===== src/rtl/alu_seq.sv =====
// Registered N-bit ALU with status flags, iterative unsigned shift-add multiply
// and valid/ready handshakes on input and output; one operation in flight.
module alu_seq #(
    parameter int WIDTH = 8
) (
    input  logic             clk,
    input  logic             rst_n,
    input  logic             in_valid,
    output logic             in_ready,
    input  logic [WIDTH-1:0] a,
    input  logic [WIDTH-1:0] b,
    input  logic             cin,
    input  logic [2:0]       op,
    output logic             out_valid,
    input  logic             out_ready,
    output logic [WIDTH-1:0] result,
    output logic [WIDTH-1:0] result_hi,
    output logic             cout,
    output logic             zero,
    output logic             ovf,
    output logic             neg,
    output logic [1:0]       dbg_state
);

    localparam int CW = $clog2(WIDTH) + 1;

    localparam logic [2:0] OP_AND  = 3'b000;
    localparam logic [2:0] OP_OR   = 3'b001;
    localparam logic [2:0] OP_ADD  = 3'b010;
    localparam logic [2:0] OP_MUL  = 3'b011;
    localparam logic [2:0] OP_NOR  = 3'b100;
    localparam logic [2:0] OP_SLTU = 3'b101;
    localparam logic [2:0] OP_SUB  = 3'b110;
    localparam logic [2:0] OP_SLT  = 3'b111;

    typedef enum logic [1:0] {
        S_IDLE = 2'd0,
        S_MUL  = 2'd1,
        S_DONE = 2'd2
    } state_t;

    state_t             state_q;
    logic [CW-1:0]      cnt_q;
    logic [WIDTH-1:0]   mcand_q;
    logic [2*WIDTH-1:0] prod_q;
    logic [2*WIDTH-1:0] prod_d;
    logic [WIDTH-1:0]   result_q;
    logic [WIDTH-1:0]   result_hi_q;
    logic               cout_q;
    logic               zero_q;
    logic               ovf_q;
    logic               neg_q;

    logic [WIDTH-1:0] b_eff;
    logic             c_eff;
    logic [WIDTH:0]   sum;
    logic             sum_ovf;
    logic [WIDTH-1:0] alu_res;
    logic             alu_cout;
    logic             alu_ovf;
    logic [WIDTH:0]   mul_add;
    logic             mul_last;

    // Handshake: a word moves on in_valid && in_ready (input side) and on
    // out_valid && out_ready (output side); both ready/valid come from state only.
    assign in_ready  = (state_q == S_IDLE);
    assign out_valid = (state_q == S_DONE);
    assign dbg_state = state_q;
    assign result    = result_q;
    assign result_hi = result_hi_q;
    assign cout      = cout_q;
    assign zero      = zero_q;
    assign ovf       = ovf_q;
    assign neg       = neg_q;

    // op[2] selects the inverted b path; the compares force carry-in to 1.
    always_comb begin
        b_eff    = op[2] ? ~b : b;
        c_eff    = (op[2] & op[0]) ? 1'b1 : cin;
        sum      = {1'b0, a} + {1'b0, b_eff} + {{WIDTH{1'b0}}, c_eff};
        sum_ovf  = (a[WIDTH-1] == b_eff[WIDTH-1]) && (sum[WIDTH-1] != a[WIDTH-1]);
        alu_res  = '0;
        alu_cout = 1'b0;
        alu_ovf  = 1'b0;
        case (op)
            OP_AND: alu_res = a & b;
            OP_OR:  alu_res = a | b;
            OP_NOR: alu_res = ~(a | b);
            OP_ADD, OP_SUB: begin
                alu_res  = sum[WIDTH-1:0];
                alu_cout = sum[WIDTH];
                alu_ovf  = sum_ovf;
            end
            OP_SLTU: begin
                alu_res  = {{(WIDTH-1){1'b0}}, ~sum[WIDTH]};
                alu_cout = sum[WIDTH];
            end
            OP_SLT: begin
                alu_res  = {{(WIDTH-1){1'b0}}, sum[WIDTH-1] ^ sum_ovf};
                alu_cout = sum[WIDTH];
            end
            default: ;
        endcase
    end

    // One shift-add step: add the multiplicand into the high half when the
    // multiplier LSB is set, then shift the whole product right with the carry.
    always_comb begin
        mul_add  = {1'b0, prod_q[2*WIDTH-1:WIDTH]} +
                   (prod_q[0] ? {1'b0, mcand_q} : {(WIDTH+1){1'b0}});
        prod_d   = {mul_add, prod_q[WIDTH-1:1]};
        mul_last = (cnt_q == CW'(WIDTH-1));
    end

    always_ff @(posedge clk or negedge rst_n) begin
        if (!rst_n) begin
            state_q     <= S_IDLE;
            cnt_q       <= '0;
            mcand_q     <= '0;
            prod_q      <= '0;
            result_q    <= '0;
            result_hi_q <= '0;
            cout_q      <= 1'b0;
            zero_q      <= 1'b0;
            ovf_q       <= 1'b0;
            neg_q       <= 1'b0;
        end else begin
            case (state_q)
                S_IDLE: begin
                    if (in_valid) begin
                        if (op == OP_MUL) begin
                            mcand_q <= a;
                            prod_q  <= {{WIDTH{1'b0}}, b};
                            cnt_q   <= '0;
                            state_q <= S_MUL;
                        end else begin
                            result_q    <= alu_res;
                            result_hi_q <= '0;
                            cout_q      <= alu_cout;
                            zero_q      <= (alu_res == '0);
                            ovf_q       <= alu_ovf;
                            neg_q       <= alu_res[WIDTH-1];
                            state_q     <= S_DONE;
                        end
                    end
                end
                S_MUL: begin
                    prod_q <= prod_d;
                    cnt_q  <= cnt_q + 1'b1;
                    if (mul_last) begin
                        result_q    <= prod_d[WIDTH-1:0];
                        result_hi_q <= prod_d[2*WIDTH-1:WIDTH];
                        cout_q      <= |prod_d[2*WIDTH-1:WIDTH];
                        zero_q      <= (prod_d[WIDTH-1:0] == '0);
                        ovf_q       <= 1'b0;
                        neg_q       <= prod_d[WIDTH-1];
                        state_q     <= S_DONE;
                    end
                end
                S_DONE: begin
                    if (out_ready) begin
                        state_q <= S_IDLE;
                    end
                end
                default: state_q <= S_IDLE;
            endcase
        end
    end

endmodule


===== config.mk =====
export PLATFORM = sky130hd
export DESIGN_NAME = alu_seq
export DESIGN_NICKNAME = d
export VERILOG_FILES = /design/src/rtl/alu_seq.sv
export SDC_FILE = /design/constraint.sdc
export NUM_CORES = 1
export LEC_CHECK = 0
export CORE_MARGIN = 3
export CORE_UTILIZATION = 55
export CTS_CLUSTER_DIAMETER = 60
export DETAILED_ROUTE_END_ITERATION = 7
export DONT_BUFFER_PORTS = 1
export GPL_TIMING_DRIVEN = 0
export PLACE_DENSITY = 0.73
export REMOVE_ABC_BUFFERS = 1
export SLEW_MARGIN = 25
export SYNTH_ARGS = -nofsm -noshare
export SYNTH_HDL_FRONTEND = slang
export SYNTH_SLANG_ARGS = --single-unit

===== constraint.sdc =====
create_clock -name clk -period 3.4 [get_ports clk]
set_clock_uncertainty 0.1 [all_clocks]
set_input_delay 0.34 -clock clk [delete_from_list [all_inputs] [get_ports clk]]
set_output_delay 0.34 -clock clk [all_outputs]
set_load 0.02 [all_outputs]

* After elaboration in Yosys (flattened, before gate mapping) *
Cells that the tools add are included.

cells by class
  add/subtract/negate cells = 4
  equal/unequal tests = 17
  multiplexer cells = 41
  bitwise operators = 7
  reductions and logical operators = 13

operators with widths
  operator               count
  $mux W8                8
  $pmux W8 S6            1
  $mux W16               2
  $pmux W16 S2           1
  $pmux W8 S2            2
  $add A8 B8 Y9          2
  $logic_not A8 Y1       2
  $not A8 Y8             2
  $mux W1                15
  $eq A3 B3 Y1 const B   4
  $add A9 B1 Y9          1
  $reduce_and A3 Y1      3
  $and A8 B8 Y8          1
  $mux W2                4
  $mux W4                2
  $or A8 B8 Y8           1
  $pmux W1 S2            4
  $pmux W4 S2            1
  $reduce_or A8 Y1       1
  $eq A3 B2 Y1 const B   2
  $ne A2 B2 Y1 const B   3
  $pmux W2 S3            1
  $add A4 B1 Y4 const B  1
  $eq A4 B3 Y1 const B   1
  other kinds (16)       17

storage, ports and cells
  register bits after elaboration = 50
  input bits = 24
  output and inout port bits = 24
  word-level logic and storage cells = 92

* Logic depth before layout (Yosys ltp) *
  depth after elaboration = 12
  mapped depth = 12
  mapped depth without buffers = 11

* Worst setup path before layout *
OpenSTA, ideal clock, no wires.

  path kind = input-to-reg
  from = input port op[2]
  to = register cout_q, in the netlist cout
  library setup time = 126 ps
  arrival = 2810 ps
  setup slack = 364 ps
  cell stages on the path = 11
  path through = buf_2 xor2_1 fa_1 fa_1 a211oi_2 o21bai_1 a2111oi_2 a211oi_1 nor2_1 a31oi_1 o32a_1

on the way
  word-level cells in the longest chain between the ends = 7

ends and longest elaborated chain
  what                                             line    RTL
  from (decl)                                      13      input logic [2:0] op,
  $mux W8 / $and A1 B1 Y1 (equally long branches)  78, 79
  $add A8 B8 Y9 / $mux W1 (equally long branches)  80, 79
  $add A9 B1 Y9                                    80      sum = {1'b0, a} + {1'b0, b_eff} + {{WIDTH{1'b0}}, c_eff};
  $mux W1                                          85      case (op)
  $mux W1                                          131     if (op == OP_MUL) begin
  $mux W1                                          130     if (in_valid) begin
  $pmux W1 S2                                      128     case (state_q)
  to (signal assigned)                             139     cout_q <= alu_cout;
  to (signal assigned)                             153     cout_q <= |prod_d[2*WIDTH-1:WIDTH];
  to (decl)                                        49      logic cout_q;

Several ways; a longest one is shown, not always the timed one. The select of a mux whose other input is x is not followed.
A chain may end at the register's enable or synchronous reset.

* Worst setup path after layout *
  from = input port op[2]
  to = register result_q[0], in the netlist result[0]

on the way
  word-level cells in the longest chain between the ends = 10

ends and longest elaborated chain
  what                                             line    RTL
  $mux W8 / $and A1 B1 Y1 (equally long branches)  78, 79
  $add A8 B8 Y9 / $mux W1 (equally long branches)  80, 79
  $add A9 B1 Y9                                    80
  $ne A1 B1 Y1                                     81      sum_ovf = (a[WIDTH-1] == b_eff[WIDTH-1]) && (sum[WIDTH-1] != a[WIDTH-1]);
  $logic_and A1 B1 Y1                              81
  $xor A1 B1 Y1                                    99      alu_res = {{(WIDTH-1){1'b0}}, sum[WIDTH-1] ^ sum_ovf};
  $pmux W8 S6                                      85
  $mux W8                                          131
  $mux W8                                          130
  $pmux W8 S2                                      128
  to (signal assigned)                             137     result_q <= alu_res;
  to (signal assigned)                             151     result_q <= prod_d[WIDTH-1:0];
  to (decl)                                        47      logic [WIDTH-1:0] result_q;

Several ways; a longest one is shown, not always the timed one. The select of a mux whose other input is x is not followed.

==> flow_summary_export.csv <==
group,metric,value,unit
final_layout,area.sequential,0.00123,mm²
floorplanning,dieArea,0.00689,mm²
clocking,cts_buffers,5,
clocking,tritoncts,"built",
clocking,cts_buffer_depth,2,
power,irDropWorstVdd,0.000252,V
synth,synthTopCellsByArea,"dfrtp_1 38%, nand2_1 8.6%, ha_1 6.1%",
global_routing,grt_max_degree,50,
routing,via_count,2705,
floorplanning,start_util,58.1,%
worst_setup_path,critPathKind,"in -> reg",
sta,rsz0062_at_grt,"no",
floorplanning,coreArea,0.00561,mm²
sta,final.setup.worst_slack,0.562,ns
hold_path,hold_class,"in -> reg",
final_layout,multi_input_area,0.00192,mm²
sta,setup_violations,0,
floorplanning,ios,48,
worst_setup_path,worstPathArrival,2.97,ns
sta,slew_viol_final,0,
synth,synthCells,377,
placement,place_area,0.00326,mm²
worst_setup_path,cp.required,3.53,ns
synth,synth_common_cells,"75 x nand2_1, 49 x dfrtp_1, 33 x o21ai_0",
sta,whs,0.0397,ns
final_layout,drive_gt1_share,6.78,%
sta,min_period,2.84,ns
synth,synthMuxAreaShare,1.88,%
placement,place_ws,0.242,ns
sta,final.period_utilization,83.5,%
sta,slew_headroom,38.0,%
routing,wl_per_cell,17.1,µm
synth,async_flop_share,100,%
synth,synth.distinct_cells,58,
synth,synth_top_cell_by_area,"dfrtp_1",
final_layout,fillers,540,
synth,yosys.area_share.simple,20.1,%
placement,gp_congestion,0.898,
power,p_per_area,644,mW/mm²
placement,hpwl,5690,µm
clocking,htreeDepth,2,
routing,drtIter0Drc,235,
floorplanning,row_count,27,
synth,synth_area,0.00326,mm²
synth,synth_xor_area_share,4.83,%
routing,routed_wl,7560,µm
worst_setup_path,crit_fanout,13,
synth,synth_edf_count,0,
synth,ys_seq_elements,49,
final_layout,num_antenna_cells,0,
synth,synth_compound_area_share,22.4,%
sta,fmax,0.352,GHz
clocking,path_clk_slew,0.09,ns
power,p_leak,1.58,nW
sta,hold_viol_final,0,
synth,yosysMostFrequentCell,"nand2_1",
clocking,cts-root-buf,"clkbuf_8",
routing,vias_per_cell,6.13,
synth,synth_top_area_share,37.6,%
floorplanning,die_h,83.0,µm
placement,portBuffers,0,
synth,ys_seq_area_share,37.6,%
clocking,cts.sinks,49,
global_routing,overflow,0,
synth,synthAdderAreaFrac,9.67,%
clocking,worstSkewPairLatency,0.30,ns
placement,dp.cells,431,
final_layout,areaGrowthSynthToFinish,4.95,%
routing,postRouteAntennaNets,0,
final_layout,final_area,0.00342,mm²
global_routing,antenna_found_initial,0,
global_routing,gr-usage-all-layers,23.0,%
synth,avgSynthCellArea,8.65,µm²
sta,tns,0,ns
final_layout,fin_nets,411,
sta,worst_pin_slew,0.931,ns
routing,drtPass1Iterations,5,
routing,drc_errors,0,
outcome,status,"complete, no violations",
floorplanning,die_w,83.0,µm
worst_setup_path,crit_path_start_kind,"input pin",
synth,yosysWarnings,0,
clocking,cts_resized,0,
global_routing,grt_pass1_vias,2724,
synth,synth_top_family_by_area,"compound AO/OA/AOI/OAI gates",
global_routing,grt_pass1_wl,13000,µm
synth,synth_ff_type,"dfrtp_1",
worst_setup_path,cp-end-kind,"register",
flow_run,cap_violations,0,
final_layout,fin_cells,441,
stage by stage:
step                      util, %  total power, mW
after floorplan                 -             1.57
after global placement       58.2             1.73
after detailed placement     58.2             1.76
after CTS                    61.0             2.21
after global routing         61.0             2.37
final                        61.0             2.20
where the power goes:
group / switching, mW / internal [mW] / total, mW
Sequential: 0.275 / 0.785 / 1.06
Clock: 0.198 / 0.239 / 0.437
Combinational: 0.412 / 0.294 / 0.706
Total: 0.885 / 1.32 / 2.20
worst max-delay path: stages:
cell and delay, ns:
nand2_1 0.12, nand2b_1 0.09, fa_1 0.41, fa_1 0.45, a211oi_2 0.26, o21bai_1 0.13, a2111oi_2 0.42, nor3_1 0.09
o31ai_1 0.33, mux2i_1 0.18, o21ai_1 0.15
cell families (layout without fill, tap and decap cells):
kind of cell	after synthesis	count (layout)
AO/OA/AOI/OAI	109	109
XOR/XNOR	18	18
adder cells (fa/ha/maj)	24	24
buffers and inverters	25	17
flip-flops	49	49
multiplexers	6	6
AND/OR/NAND/NOR	146	146
placed cells by master, fill, tap and decap left out, types with 3 or more instances in the layout:
cell type / Yosys / routed
nor3b_1: 8 / 8
nand2_1: 75 / 75
o21ai_0: 33 / 33
ha_1: 16 / 16
mux2i_1: 5 / 5
and2_1: 9 / 9
a21oi_1: 20 / 20
a22oi_1: 6 / 6
nor4_1: 3 / 3
inv_1: 6 / 6
fa_1: 3 / 3
a21o_1: 8 / 8
maj3_2: 4 / 4
o31ai_1: 4 / 4
dfrtp_1: 49 / 49
nand3_1: 6 / 6
a211oi_1: 5 / 5
a21oi_2: 3 / 3
xor2_1: 12 / 12
nor3_1: 3 / 3
xnor2_1: 6 / 6
nor2_1: 31 / 30
a31oi_1: 3 / 3
clkbuf_8: 0 / 6
layout make-up:
class                   instances  share of cell area, %
flip-flops and latches         49                   35.8
well taps                      72                   2.63
clock inverters                 2                   1.10
clock buffers                   6                   2.41
inverters                       7                  0.768
repair buffers                  2                   1.10
multi-input cells             303                   56.2
path summary, 6_finish.rpt:
path                                 to  cells past startpoint  slack, ns  startpoint
max in group asynchronous      cnt_q[0]                      2       2.55       rst_n
hold reg to reg              mcand_q[5]                      2       0.37  mcand_q[5]
setup / recovery              result[0]                     11       0.56       op[2]
setup reg to reg                   cout                     10       0.66   prod_q[0]
min in group asynchronous  result_hi[1]                      2       0.43       rst_n
hold / removal             dbg_state[1]                      1       0.04   out_ready
state kept, by name (all words and copies together) (netlist names):
name,count
prod_q,16
mcand_q,8
result,8
result_hi,8
cnt_q,4
dbg_state,2
cout,1
ovf,1
zero,1
routing by layer:
layer	track usage, %	wire, µm
met5	0	0
met4	4.90	68
met3	4.56	500
met2	40.8	3730
met1	28.8	3260
what timing repair did:
action / CTS / global route
buffers inserted: 0 / 0
setup endpoints to repair: 0 / 0
hold buffers: 2 / 0
endpoints found under the hold margin: 49 / 0
Note: power is estimated with default switching activity, not from simulation.
